[config.mk]
export PLATFORM = sky130hd
export DESIGN_NAME = tribuf_phase_ctrl
export DESIGN_NICKNAME = d
export VERILOG_FILES = /design/src/rtl/r2fft_tribuf_pkg.sv /design/src/rtl/tribuf_phase_ctrl.sv
export SDC_FILE = /design/constraint.sdc
export NUM_CORES = 1
export LEC_CHECK = 0
export BUFFER_PORTS_ARGS = -buffer_cell sky130_fd_sc_hd__buf_2
export CORE_MARGIN = 2
export CORE_UTILIZATION = 57
export CTS_CLUSTER_SIZE = 12
export DETAILED_ROUTE_END_ITERATION = 7
export HOLD_SLACK_MARGIN = 0.08
export MAX_ROUTING_LAYER = met4
export PLACE_DENSITY_LB_ADDON = 0.08
export SETUP_SLACK_MARGIN = 0.1
export SLEW_MARGIN = 25
export SYNTH_ARGS = -nofsm -noshare
export SYNTH_HDL_FRONTEND = slang
export SYNTH_SLANG_ARGS = --single-unit
export TNS_END_PERCENT = 50
[constraint.sdc]
create_clock -name clk -period 2.6 [get_ports clk]
set_clock_uncertainty 0.2 [all_clocks]
set_input_delay 0 -clock clk [delete_from_list [all_inputs] [get_ports clk]]
set_output_delay 0 -clock clk [all_outputs]
set_load 0.02 [all_outputs]
[src/rtl/r2fft_tribuf_pkg.sv]
// rtl/r2fft_tribuf_pkg.sv - shared phase constants, bank roles and sequencer state for the FFT tri-buffer ring
package r2fft_tribuf_pkg;

  localparam logic [1:0] PHASE_0 = 2'd0;
  localparam logic [1:0] PHASE_1 = 2'd1;
  localparam logic [1:0] PHASE_2 = 2'd2;

  // Role a bank plays in a given phase; the bus muxes key their selects off these.
  typedef enum logic [1:0] {
    MODE_INPUT = 2'd0,
    MODE_FFT   = 2'd1,
    MODE_DMA   = 2'd2
  } tribuf_mode_t;

  typedef enum logic [2:0] {
    IDLE   = 3'd0,
    WAIT   = 3'd1,
    SWAP   = 3'd2,
    LAUNCH = 3'd3,
    DRAIN  = 3'd4
  } tribuf_state_t;

  function automatic logic [1:0] next_phase(input logic [1:0] phase);
    return (phase == PHASE_2) ? PHASE_0 : phase + 2'd1;
  endfunction

endpackage

[src/rtl/tribuf_phase_ctrl.sv]
// rtl/tribuf_phase_ctrl.sv - rotates the input/FFT/DMA bank roles and launches the FFT and DMA engines
module tribuf_phase_ctrl
  import r2fft_tribuf_pkg::*;
#(
  parameter int FFT_N = 10,
  parameter int CNT_W = 16
) (
  input  logic             clk,
  input  logic             rst,
  input  logic             enable,
  output logic             istream_ready,
  input  logic             istream_done,
  output logic             fft_start,
  input  logic             fft_done,
  output logic             dma_start,
  input  logic             dma_done,
  output logic [1:0]       tribuf_status,
  output logic             busy,
  output logic [CNT_W-1:0] frame_count,
  output logic [CNT_W-1:0] overrun_count
);

  localparam logic [CNT_W-1:0] CNT_ONE = {{(CNT_W-1){1'b0}}, 1'b1};

  // FFT_N only sizes frame bookkeeping at the integration level; nothing here depends on it.
  if (FFT_N < 1) begin : g_fft_n_invalid
  end

  tribuf_state_t state;

  logic in_full;
  logic fft_busy;
  logic dma_busy;
  logic fft_valid;
  logic dma_valid;

  logic in_accept;
  logic in_overrun;
  logic in_full_eff;
  logic units_idle_eff;

  // Events arriving this cycle count toward the rotate/drain decisions so a
  // rotation lands one cycle after the last blocking event.
  always_comb begin
    in_accept      = istream_done & istream_ready;
    in_overrun     = istream_done & ~istream_ready;
    in_full_eff    = in_full | in_accept;
    units_idle_eff = ~(fft_busy & ~fft_done) & ~(dma_busy & ~dma_done);
  end

  assign busy = fft_busy | dma_busy;

  always_ff @(posedge clk) begin
    if (rst) begin
      state         <= IDLE;
      tribuf_status <= PHASE_0;
      istream_ready <= 1'b0;
      fft_start     <= 1'b0;
      dma_start     <= 1'b0;
      frame_count   <= '0;
      overrun_count <= '0;
      in_full       <= 1'b0;
      fft_busy      <= 1'b0;
      dma_busy      <= 1'b0;
      fft_valid     <= 1'b0;
      dma_valid     <= 1'b0;
    end else begin
      fft_start <= 1'b0;
      dma_start <= 1'b0;

      // A done in the same cycle as its own start is dropped; stray dones clear nothing.
      if (fft_start)     fft_busy <= 1'b1;
      else if (fft_done) fft_busy <= 1'b0;
      if (dma_start)     dma_busy <= 1'b1;
      else if (dma_done) dma_busy <= 1'b0;

      if (in_accept) begin
        in_full       <= 1'b1;
        istream_ready <= 1'b0;
      end

      if (in_overrun && overrun_count != '1)
        overrun_count <= overrun_count + CNT_ONE;

      case (state)
        IDLE: begin
          if (enable) state <= LAUNCH;
        end
        WAIT: begin
          if (in_full_eff && units_idle_eff) begin
            state <= SWAP;
          end else if (!enable && !in_full_eff) begin
            state         <= DRAIN;
            istream_ready <= 1'b0;
          end
        end
        SWAP: begin
          tribuf_status <= next_phase(tribuf_status);
          dma_valid     <= fft_valid;
          fft_valid     <= 1'b1;
          in_full       <= 1'b0;
          frame_count   <= frame_count + CNT_ONE;
          // Starts are registered here so they are high during LAUNCH; the
          // FFT bank always holds fresh input after a swap.
          fft_start     <= 1'b1;
          dma_start     <= fft_valid;
          state         <= LAUNCH;
        end
        LAUNCH: begin
          istream_ready <= 1'b1;
          state         <= WAIT;
        end
        DRAIN: begin
          if (units_idle_eff) state <= IDLE;
        end
        default: state <= IDLE;
      endcase
    end
  end

endmodule

Word-level counts from Yosys, hierarchy flattened
Cells that the tools add are included.
- bits in registers: 44
- output and inout bits: 38
- logic and storage cells: 62
- $add $sub $neg: 3
- eq/ne operators: 9
- muxes and demuxes: 15
- bitwise logic cells: 13
- reduce and logical (&&, ||, !) cells: 11
- operator list (kind ; number):
    $add 16x1->16 const B ; 2
    $ne 16x16->1 const B ; 1
    $pmux 3 s5 ; 1
    $mux 3 ; 4
    $mux 1 ; 8
    $eq 3x2->1 const B ; 2
    $not 1->1 ; 6
    $and 1x1->1 ; 5
    $ne 2x2->1 const B ; 2
    $reduce_bool 2->1 ; 2
    $reduce_or 2->1 ; 2
    $eq 3x1->1 const B ; 1
    $eq 3x3->1 const B ; 1
    $logic_and 1x1->1 ; 3
    $logic_not 3->1 ; 1
    $ne 3x3->1 const B ; 1
    $reduce_and 3->1 ; 1
    $add 2x1->2 const B ; 1
    $eq 2x2->1 const B ; 1
    $logic_not 1->1 ; 2
    $mux 2 ; 1
    $or 1x1->1 ; 2
    $pmux 1 s2 ; 1

Logic depth before layout (Yosys ltp)
Gate-level depths: netlist (run 1).
- depth in word-level cells: 7
- mapped depth: 5
- mapped depth without buffers: 5

Worst setup path before layout (run 1)
Ideal clock, no wire load.
- path kind: reg2reg
- start point: reg overrun_count[0]
- end point: reg overrun_count[1]
- setup time: 128 ps
- arrival time: 1639 ps
- required time: 2272 ps
- setup slack: 634 ps
- cell stages (with the launch flop): 6
- cells stage by stage: dfxtp_1 ha_1 nand4_1 o41ai_1 mux2i_1 nor2_1
- word-level cells in the longest chain between the ends: 2
- elaborated cells between the ends (all ways): 3
- those cells by class: add/sub: 1; eq/ne: 1; reduce/logical: 1
- ends and longest elaborated chain (element ; line ; RTL):
    from (decl) ; tribuf_phase_ctrl.sv:20 ; output logic [CNT_W-1:0] overrun_count
    from (signal assigned) ; tribuf_phase_ctrl.sv:83 ; overrun_count <= overrun_count + CNT_ONE;
    branches (longest 2 deep; another with $add 16x1->16) ; -- ;
Parallel ways; which one is timed is not known.
A chain may end at the register's enable or synchronous reset.

Worst setup path after layout (run 1)
- start point: reg overrun_count[0]
- end point: reg overrun_count[10]
Same word-level chain as after synthesis.

==> flow_metrics.env, run 1 <==
export IMPL_status="finished, final reports clean"
export IMPL_syn2layout_area_growth_pct=20.6
export IMPL_numPortBuffers=43
export IMPL_die_y_um=63.7
export IMPL_utilization=0.723
export IMPL_nNetsFinal=292
export IMPL_grt_pass1_vias=1683
export IMPL_initial_utilization=0.599
export IMPL_vias_per_cell=5.76
export IMPL_ant_nets=0
export IMPL_cts_resized_gates=0
export IMPL_timing_fmax_ghz=0.492
export IMPL_synth_area_um2=2030
export IMPL_insertedDiodeCount=0
export IMPL_pre_cts_slack_ns=0.605
export IMPL_synth_top_flop_cell="dfxtp_1"
export IMPL_synth_seq_cells=44
export IMPL_worstMarginPinSlew_ns=0.797
export IMPL_clockRootBuffer="clkbuf_4"
export IMPL_grt_total_usage=0.247
export IMPL_setup_viol=0
export IMPL_wl_um=4610
export IMPL_drc=0
export IMPL_cellLeakagePower_nw=1.02
export IMPL_place_hpwl_um=3030
export IMPL_io_pin_count=44
export IMPL_path_clk_slew_ns=0.12
export IMPL_antenna_found_initial=0
export IMPL_worst_ep_required_time_ns=2.67
export IMPL_fin_crit_ns=2.03
export IMPL_fin_ws_ns=0.568
export IMPL_grt_max_degree=46
export IMPL_path_class="register to register"
export IMPL_tns_ns=0
export IMPL_clock_sinks=44
export IMPL_overflow=0
export IMPL_fill_cells=275
export IMPL_die_area_um2=4060
export IMPL_cp_start_kind="register"
export IMPL_finalHoldViolations=0
export IMPL_syn_area_per_cell_um2=8.68
export IMPL_drt_iter0_drc=80
export IMPL_synth_fp_nets=242
export IMPL_rows=21
export IMPL_synth_edff_count=0
export IMPL_powerDensity_nw_per_um2=535
export IMPL_crit_fanout=4
export IMPL_arrival_ns=2.10
export IMPL_rsz0062_at_grt="false"
export IMPL_synth_cells=234
export IMPL_placed_area_um2=2270
export IMPL_maxSlewViolCount=0
export IMPL_min_path_type="register to register"
export IMPL_dr_total_vias=1907
export IMPL_gp_congestion=0.949
export IMPL_drt_pass1_iterations=4
export IMPL_die_x_um=63.7
export IMPL_slew_limit_headroom=0.469
export IMPL_wl_per_cell_um=13.9
export IMPL_synthArstFlopShare=0
export IMPL_h_tree_depth=2
export IMPL_core_region_area_um2=3390
export IMPL_cts_tree="yes"
export IMPL_cts_made_buffers=5
export IMPL_clk_latency_ns=0.37
export IMPL_drv_cap=0
export IMPL_fin_area_um2=2450
export IMPL_ir_drop_uv=495
export IMPL_cts_path_max_buffers=2
export IMPL_fin_crit_sh=0.781
export IMPL_yosysSeqAreaShare=0.433
export IMPL_cp_end_kind="register"
export IMPL_layout_drive_gt1_share=0.207
export IMPL_synth_warnings=0
export IMPL_ys_types=48
export IMPL_grt_pass1_wl_um=7730
-- cells in the mapped netlist (all sizes together), types with 2 or more instances --
| cell type | instances | share of area |
|---|---|---|
| a211oi | 4 | 0.015 |
| nand3 | 12 | 0.036 |
| or3 | 4 | 0.012 |
| a31oi | 4 | 0.012 |
| a21oi | 16 | 0.039 |
| nor2 | 30 | 0.055 |
| o311ai | 2 | 0.012 |
| o41ai | 2 | 0.0086 |
| clkbuf | 6 | 0.011 |
| ha | 2 | 0.012 |
| o211ai | 2 | 0.0074 |
| buf | 3 | 0.0074 |
| and3 | 6 | 0.018 |
| nor3 | 7 | 0.017 |
| nor3b | 3 | 0.011 |
| nand2 | 15 | 0.028 |
| nand4 | 10 | 0.031 |
| and2 | 2 | 0.0062 |
| mux2 | 2 | 0.011 |
| o21ai | 6 | 0.015 |
| dfxtp | 44 | 0.43 |
| nor2b | 5 | 0.015 |
| o31ai | 4 | 0.015 |
| and3b | 2 | 0.0086 |
| inv | 5 | 0.0092 |
| and4 | 3 | 0.013 |
| or4 | 4 | 0.015 |
| xor2 | 12 | 0.052 |
-- cell families after synthesis --
family,count (synthesis),synth area share
multiplexers,3,0.0160
adder cells (fa/ha/maj),2,0.0123
AND/OR/NAND/NOR,111,0.301
buffers and inverters,14,0.0277
XOR/XNOR,13,0.0560
AO/OA/AOI/OAI,47,0.153
flip-flops,44,0.433
-- power by group --
part / switching [mW] / total (mW) / internal, mW
Combinational: 0.0709 / 0.122 / 0.0508
Clock: 0.221 / 0.476 / 0.255
Sequential: 0.0205 / 0.714 / 0.693
-- critical path, stage by stage (launching register included) --
cell      delay, ns
dfxtp_1        0.41
ha_1           0.23
nand3b_1       0.11
nor2_1         0.21
nor4bb_1       0.40
mux2_2         0.37
-- registers in the layout, indices dropped and copies added (netlist names) --
register,flops
istream_ready,1
fft_busy,1
dma_start,1
fft_valid,1
state,3
frame_count,16
tribuf_status,2
in_full,1
fft_start,1
dma_busy,1
overrun_count,16
-- metrics by stage --
| stage | cells | hold WS (ns) | power (mW) |
|---|---|---|---|
| finish | 331 | 0.273 | 1.31 |
| global route | 331 | 0.288 | 1.37 |
| CTS | 331 | 0.276 | 1.32 |
| detailed placement | 315 | 0.134 | 0.839 |
| global placement | 315 | 0.137 | 0.838 |
| floorplan | 234 | -0.0116 | 0.804 |
-- layout by cell type (no fill, tap or decap), drive strengths merged, types with 2 or more instances in the layout --
| cell | Yosys | final |
|---|---|---|
| nand2 | 15 | 15 |
| nand4 | 10 | 10 |
| nor3 | 7 | 7 |
| and2 | 2 | 2 |
| or4 | 4 | 4 |
| o31ai | 4 | 4 |
| o311ai | 2 | 2 |
| o41ai | 2 | 2 |
| and3 | 6 | 6 |
| ha | 2 | 2 |
| inv | 5 | 5 |
| nor2 | 30 | 30 |
| a211oi | 4 | 4 |
| a21oi | 16 | 16 |
| nand3 | 12 | 12 |
| clkbuf | 6 | 7 |
| o211ai | 2 | 2 |
| nor3b | 3 | 3 |
| buf | 3 | 44 |
| dlygate4sd3 | 0 | 8 |
| xor2 | 12 | 12 |
| a31oi | 4 | 4 |
| and3b | 2 | 2 |
| dfxtp | 44 | 44 |
| and4 | 3 | 3 |
| or3 | 4 | 4 |
| o21ai | 6 | 6 |
| nor2b | 5 | 5 |
| mux2 | 2 | 2 |
-- area by class of cell --
type | instances | area, um^2 | area share
clock buffer | 7 | 65.1 | 0.0266
tap | 46 | 57.6 | 0.0235
inverter | 5 | 18.8 | 0.00766
multi-input combinational | 176 | 1090 | 0.447
timing repair buffer | 52 | 303 | 0.124
sequential | 44 | 881 | 0.360
clock inverter | 1 | 30.0 | 0.0123
-- repair_timing --
| item | 4_1_cts | 5_1_grt |
|---|---|---|
| hold buffers | 8 | 0 |
| hold endpoints to repair | 38 | 0 |
| setup endpoints to repair | 0 | 0 |
| buffers inserted | 0 | 0 |
-- worst paths after layout --
check,startpoint,endpoint,slack [ns],cells after the start
max reg2reg,overrun_count[0]$_SDFFE_PP0P_,overrun_count[10]$_SDFFE_PP0P_,0.57,5
min,fft_valid$_SDFFE_PP0P_,dma_start$_SDFF_PP0_,0.27,1
min reg2reg,fft_valid$_SDFFE_PP0P_,dma_start$_SDFF_PP0_,0.27,1
max,overrun_count[0]$_SDFFE_PP0P_,overrun_count[10]$_SDFFE_PP0P_,0.57,5
-- layer usage --
layer	GRT usage	vias up	part of all wire	wire length (um)
met5	-	-	0	0
met4	0.0842	0	0.011	51
met3	0.0607	6	0.037	171
met2	0.389	42	0.48	2200
met1	0.310	894	0.47	2180
li1	-	965	-	-
No activity file was read; power rests on OpenSTA's default activity.
==> run 2, diff against run 1 <==
--- a/config.mk
+++ b/config.mk
@@ -5,9 +5,10 @@
 export SDC_FILE = /design/constraint.sdc
 export NUM_CORES = 1
 export LEC_CHECK = 0
+export ABC_AREA = 1
 export BUFFER_PORTS_ARGS = -buffer_cell sky130_fd_sc_hd__buf_2
 export CORE_MARGIN = 2
-export CORE_UTILIZATION = 57
+export CORE_UTILIZATION = 49
 export CTS_CLUSTER_SIZE = 12
 export DETAILED_ROUTE_END_ITERATION = 7
 export HOLD_SLACK_MARGIN = 0.08
==> constraint.sdc (replaced) <==
create_clock -name clk -period 1.8 [get_ports clk]
set_clock_uncertainty 0.2 [all_clocks]
set_input_delay 0 -clock clk [delete_from_list [all_inputs] [get_ports clk]]
set_output_delay 0 -clock clk [all_outputs]
set_load 0.02 [all_outputs]
==> run 2 against run 1 <==
  * Routed wire length is 14% higher
  * Hold slack worse by 0.023 ns
  * Register-to-register slack worse by 0.45 ns
  * Sequential power is 48% higher
  * Synthesized cell count is 41% higher
  * Clock power is 36% higher
  * Largest power group unchanged
==> flow_metrics.env, run 2 <==
export IMPL_status="finished, final reports clean"
export IMPL_clk_latency_ns=0.30
export IMPL_clkPwrFrac=0.323
export IMPL_slew_limit_headroom=0.704
export IMPL_crit_fanout=3
export IMPL_worstMarginPinSlew_ns=0.440
export IMPL_tns_ns=0
export IMPL_min_path_type="register to register"
export IMPL_cts_tree="yes"
export IMPL_synth_warnings=0
export IMPL_cts_made_buffers=5
export IMPL_cts_path_max_buffers=2
export IMPL_wl_per_cell_um=11.5
export IMPL_final_cell_mix="nand2_1, inv_1, nor2_1, buf_2, dfxtp_1"
export IMPL_core_region_area_um2=4320
export IMPL_syn_area_per_cell_um2=6.64
export IMPL_fin_crit_ns=1.68
export IMPL_rsz0062_at_grt="true"
export IMPL_ys_types=25
export IMPL_numPortBuffers=43
export IMPL_netSwitchingPower_uw=559
export IMPL_grt_total_usage=0.218
export IMPL_worst_ep_required_time_ns=1.80
export IMPL_grt_pass1_vias=2110
export IMPL_synth_fp_nets=339
export IMPL_yosysTopAreaCell="dfxtp_1"
export IMPL_timing_fmax_ghz=0.595
export IMPL_drt_pass1_iterations=4
export IMPL_clock_sinks=44
export IMPL_intPower_mw=1.44
export IMPL_finalHoldViolations=0
export IMPL_seqPwrFrac=0.528
export IMPL_synth_cells=331
export IMPL_wl_um=5240
export IMPL_powerDensity_nw_per_um2=700
export IMPL_synth_seq_cells=44
export IMPL_h_tree_depth=2
export IMPL_ant_nets=0
export IMPL_cellLeakagePower_nw=1.33
export IMPL_io_pin_count=44
export IMPL_p_total_mw=2.00
export IMPL_synth_edff_count=0
export IMPL_die_area_um2=5040
export IMPL_ir_drop_uv=360
export IMPL_dr_total_vias=2260
export IMPL_busiest_layer="met2"
export IMPL_pre_cts_slack_ns=0.0329
export IMPL_use_met1=0.256
export IMPL_synth_top_flop_cell="dfxtp_1"
export IMPL_met3_usage=0.0356
export IMPL_path_clk_slew_ns=0.08
export IMPL_fin_crit_sh=0.933
export IMPL_die_x_um=71.0
export IMPL_gr_usage_met2=0.375
export IMPL_maxSlewViolCount=0
export IMPL_yosysSeqAreaShare=0.401
export IMPL_pwr_share_comb=0.149
export IMPL_cp_end_kind="register"
export IMPL_fin_ws_ns=0.120
export IMPL_largestRegisters="frame_count (16), overrun_count (16), state (3)"
export IMPL_clockRootBuffer="clkbuf_8"
export IMPL_drc=0
export IMPL_cp_start_kind="register"
export IMPL_gp_congestion=0.815
export IMPL_fill_cells=400
export IMPL_vias_per_cell=4.96
export IMPL_nNetsFinal=411
export IMPL_grt_max_degree=22
export IMPL_place_hpwl_um=3620
export IMPL_yosysTopAreaCellShare=0.401
export IMPL_synthMostInstantiatedCell="nand2_1"
export IMPL_setup_viol=0
export IMPL_rows=24
export IMPL_synth_common_cells="nand2_1, nor2_1, inv_1, dfxtp_1, nand3_1"
export IMPL_yosys_top_cells_area="dfxtp_1, nand2_1, nor2_1, inv_1, nand3_1"
export IMPL_path_class="register to register"
export IMPL_drv_cap=0
export IMPL_grt_pass1_wl_um=8740
export IMPL_worst_hold_slack_ns=0.251
export IMPL_insertedDiodeCount=0
export IMPL_initial_utilization=0.508
export IMPL_final_common_cell="nand2_1"
export IMPL_overflow=0
export IMPL_antenna_found_initial=0
export IMPL_die_y_um=71.0
export IMPL_synthArstFlopShare=0
export IMPL_syn2layout_area_growth_pct=30.1
export IMPL_synth_area_um2=2200
export IMPL_drt_iter0_drc=164
export IMPL_p_sw_frac=0.279
export IMPL_arrival_ns=1.68
export IMPL_layout_drive_gt1_share=0.248
## run 2: metrics by stage
stage,std cells,util,area [um^2]
after floorplan,331,-,2200
after global placement,436,0.594,2570
after detailed placement,436,0.594,2570
after CTS,455,0.641,2770
after global routing,456,0.661,2860
final,456,0.661,2860
## run 2: power by group through the flow
stage | clock (mW) | combinational (mW) | sequential (mW)
4_1_cts | 0.672 | 0.285 | 1.05
6_report | 0.647 | 0.298 | 1.06
3_5_place_dp | 0 | 0.263 | 1.08
5_1_grt | 0.702 | 0.334 | 1.06
2_1_floorplan | 0 | 0.160 | 1.10
3_3_place_gp | 0 | 0.261 | 1.08
## run 2: final cells by class
class                      count  area [um^2]  share of cell area
clock inverter                 1         6.26             0.00219
clock buffer                   7         86.3              0.0302
tap                           52         65.1              0.0227
multi-input combinational    237         1200               0.418
inverter                      46          173              0.0604
sequential                    44          891               0.311
timing repair buffer          69          443               0.155
## run 2: per-layer routing
metal,vias up,part of all wire
met1,1008,0.44
li1,1185,-
met2,58,0.49
met3,9,0.049
met4,0,0.014
met5,-,0
## run 2: kinds of logic after synthesis
family,Yosys count,share of synthesized area
XOR/XNOR,7,0.0279
flip-flops,44,0.401
AND/OR/NAND/NOR,187,0.370
AO/OA/AOI/OAI,40,0.0996
buffers and inverters,51,0.0905
adder cells (fa/ha/maj),2,0.0114
## run 2: final timing paths
check	startpoint	endpoint	slack, ns	cells past startpoint
max	overrun_count[1]$_SDFFE_PP0P_	overrun_count[12]$_SDFFE_PP0P_	0.12	10
min	fft_valid$_SDFFE_PP0P_	dma_start$_SDFF_PP0_	0.25	2
max reg2reg	overrun_count[1]$_SDFFE_PP0P_	overrun_count[12]$_SDFFE_PP0P_	0.12	10
min reg2reg	fft_valid$_SDFFE_PP0P_	dma_start$_SDFF_PP0_	0.25	2
## run 2: worst max-delay path: stages (launching register included)
cell,delay (ns)
dfxtp_4,0.38
ha_4,0.15
nand2_2,0.06
nor2_4,0.14
buf_6,0.12
buf_4,0.09
nand3_1,0.10
nor2_2,0.16
nand3b_1,0.09
nand2_1,0.06
nor2_1,0.04
## run 2: timing repair
item	in CTS	in global routing
pin swaps	3	8
endpoints found under the setup margin	11	23
setup buffers	4	0
hold endpoints to repair	43	0
resized for setup	3	21
hold buffers	7	0
gates cloned	0	1
==> run 3, diff against run 2 <==
--- a/config.mk
+++ b/config.mk
@@ -13,7 +13,7 @@
 export DETAILED_ROUTE_END_ITERATION = 7
 export HOLD_SLACK_MARGIN = 0.08
 export MAX_ROUTING_LAYER = met4
-export PLACE_DENSITY_LB_ADDON = 0.08
+export PLACE_DENSITY = 0.81
 export SETUP_SLACK_MARGIN = 0.1
 export SLEW_MARGIN = 25
 export SYNTH_ARGS = -nofsm -noshare
==> run 3 against run 2 <==
  * Power rose by 5.5%
  * Critical path depth down 1
  * Global-route usage shrank 0.67 points
==> flow_metrics.env, run 3 (synthesis gave the netlist of run 2 again) <==
export IMPL_status="finished, final reports clean"
export IMPL_dr_total_vias=2270
export IMPL_vias_per_cell=5.00
export IMPL_worstMarginPinSlew_ns=0.655
export IMPL_crit_top_cell="nor2_4"
export IMPL_wl_per_cell_um=11.1
export IMPL_cp_end_kind="register"
export IMPL_final_cell_mix="nand2_1, inv_1, nor2_1, buf_2, dfxtp_1"
export IMPL_syn2layout_area_growth_pct=29.6
export IMPL_core_region_area_um2=4320
export IMPL_cp_start_kind="register"
export IMPL_drt_iter0_drc=123
export IMPL_maxSlewViolCount=0
export IMPL_layout_drive_gt1_share=0.244
export IMPL_crit_fanout=7
export IMPL_clock_sinks=44
export IMPL_setup_viol=0
export IMPL_cts_path_max_buffers=2
export IMPL_intPower_mw=1.54
export IMPL_fill_cells=385
export IMPL_timing_fmax_ghz=0.614
export IMPL_rsz0062_at_grt="true"
export IMPL_critPathSlowestCell="dfxtp_4"
export IMPL_tns_ns=0
export IMPL_grt_total_usage=0.211
export IMPL_crit_chain="ha_4 -> nand2_1 -> nor2_2 -> nand2_4 -> nor2_4 -> nor2_4 -> buf_4 -> a21oi_1 -> nor2_1"
export IMPL_overflow=0
export IMPL_drv_cap=0
export IMPL_clk_latency_ns=0.30
export IMPL_busiest_layer="met2"
export IMPL_cpLargestDelayFamily="simple AND/OR/NAND/NOR gates"
export IMPL_min_path_type="register to register"
export IMPL_seqPwrFrac=0.503
export IMPL_largestRegisters="frame_count (16), overrun_count (16), state (3)"
export IMPL_finalHoldViolations=0
export IMPL_fin_crit_ns=1.63
export IMPL_initial_utilization=0.508
export IMPL_path_buf_inv=1
export IMPL_fin_crit_sh=0.905
export IMPL_antenna_found_initial=0
export IMPL_crit_path_max_incr_delay_ns=0.37
export IMPL_gr_usage_met2=0.352
export IMPL_io_pin_count=44
export IMPL_h_tree_depth=2
export IMPL_netSwitchingPower_uw=572
export IMPL_cts_tree="yes"
export IMPL_die_area_um2=5040
export IMPL_cellLeakagePower_nw=1.31
export IMPL_wl_um=5020
export IMPL_die_y_um=71.0
export IMPL_numPortBuffers=43
export IMPL_gp_congestion=0.878
export IMPL_met3_usage=0.0499
export IMPL_slew_limit_headroom=0.563
export IMPL_drt_pass1_iterations=4
export IMPL_arrival_ns=1.62
export IMPL_clockRootBuffer="clkbuf_8"
export IMPL_insertedDiodeCount=0
export IMPL_cts_made_buffers=5
export IMPL_final_common_cell="nand2_1"
export IMPL_use_met1=0.256
export IMPL_drc=0
export IMPL_rows=24
export IMPL_path_class="register to register"
export IMPL_p_sw_frac=0.271
export IMPL_ir_drop_uv=498
export IMPL_die_x_um=71.0
export IMPL_powerDensity_nw_per_um2=741
export IMPL_worst_ep_required_time_ns=1.79
export IMPL_place_hpwl_um=3590
export IMPL_grt_max_degree=22
export IMPL_clkPwrFrac=0.360
export IMPL_nNetsFinal=409
export IMPL_path_clk_slew_ns=0.09
export IMPL_place_inst=434
export IMPL_final_cells=454
export IMPL_ant_nets=0
export IMPL_pwr_share_comb=0.137
export IMPL_grt_pass1_vias=2022
export IMPL_grt_pass1_wl_um=8480
run 3: power by group through the flow:
stage               Clock (mW)  Sequential [mW]  Combinational (mW)
floorplan                    0             1.10               0.160
global placement             0             1.08               0.248
detailed placement           0             1.08               0.252
CTS                      0.777             1.06               0.276
global route             0.812             1.07               0.323
finish                   0.761             1.06               0.289
run 3: routing by layer:
layer	share of wire	vias to the layer above
li1	-	1186
met1	0.46	1018
met2	0.49	64
met3	0.047	2
met4	0.0042	0
met5	0	-
run 3: through the flow:
step | area (um^2) | hold slack, ns | total power, mW | utilization | worst slack (ns)
2_1_floorplan | 2200 | -0.0932 | 1.26 | - | 0.115
3_3_place_gp | 2550 | 0.0717 | 1.33 | 0.591 | 0.104
3_5_place_dp | 2550 | 0.0852 | 1.33 | 0.591 | 0.0581
4_1_cts | 2780 | 0.255 | 2.11 | 0.642 | 0.128
5_1_grt | 2850 | 0.297 | 2.21 | 0.659 | 0.0555
6_report | 2850 | 0.249 | 2.11 | 0.659 | 0.171
run 3: path summary, 6_finish.rpt:
kind / start / to / slack, ns / cells after the start
setup reg to reg: overrun_count[0]$_SDFFE_PP0P_ / overrun_count[15]$_SDFFE_PP0P_ / 0.17 / 9
hold / removal: fft_valid$_SDFFE_PP0P_ / dma_start$_SDFF_PP0_ / 0.25 / 2
hold reg to reg: fft_valid$_SDFFE_PP0P_ / dma_start$_SDFF_PP0_ / 0.25 / 2
setup / recovery: overrun_count[0]$_SDFFE_PP0P_ / overrun_count[15]$_SDFFE_PP0P_ / 0.17 / 9
run 3: what timing repair did:
| item | in CTS | in global routing |
|---|---|---|
| hold buffers | 7 | 0 |
| setup buffers | 3 | 2 |
| gates resized for setup | 3 | 17 |
| hold endpoints to repair | 25 | 0 |
| pin swaps | 3 | 4 |
| setup endpoints to repair | 13 | 18 |
run 3: layout make-up:
class | count | area (um^2) | share of cell area
Timing Repair Buffer | 68 | 424 | 0.149
Multi-Input combinational cell | 236 | 1190 | 0.417
Inverter | 46 | 173 | 0.0606
Sequential cell | 44 | 888 | 0.312
Clock inverter | 3 | 41.3 | 0.0145
Tap cell | 52 | 65.1 | 0.0228
Clock buffer | 5 | 68.8 | 0.0242
run 3: worst reg2reg max path, cell delays in order, from the launching register on:
cell and delay [ns]:
dfxtp_4 0.37, ha_4 0.14, nand2_1 0.06, nor2_2 0.16, nand2_4 0.10, nor2_4 0.11
nor2_4 0.04, buf_4 0.15, a21oi_1 0.13, nor2_1 0.06
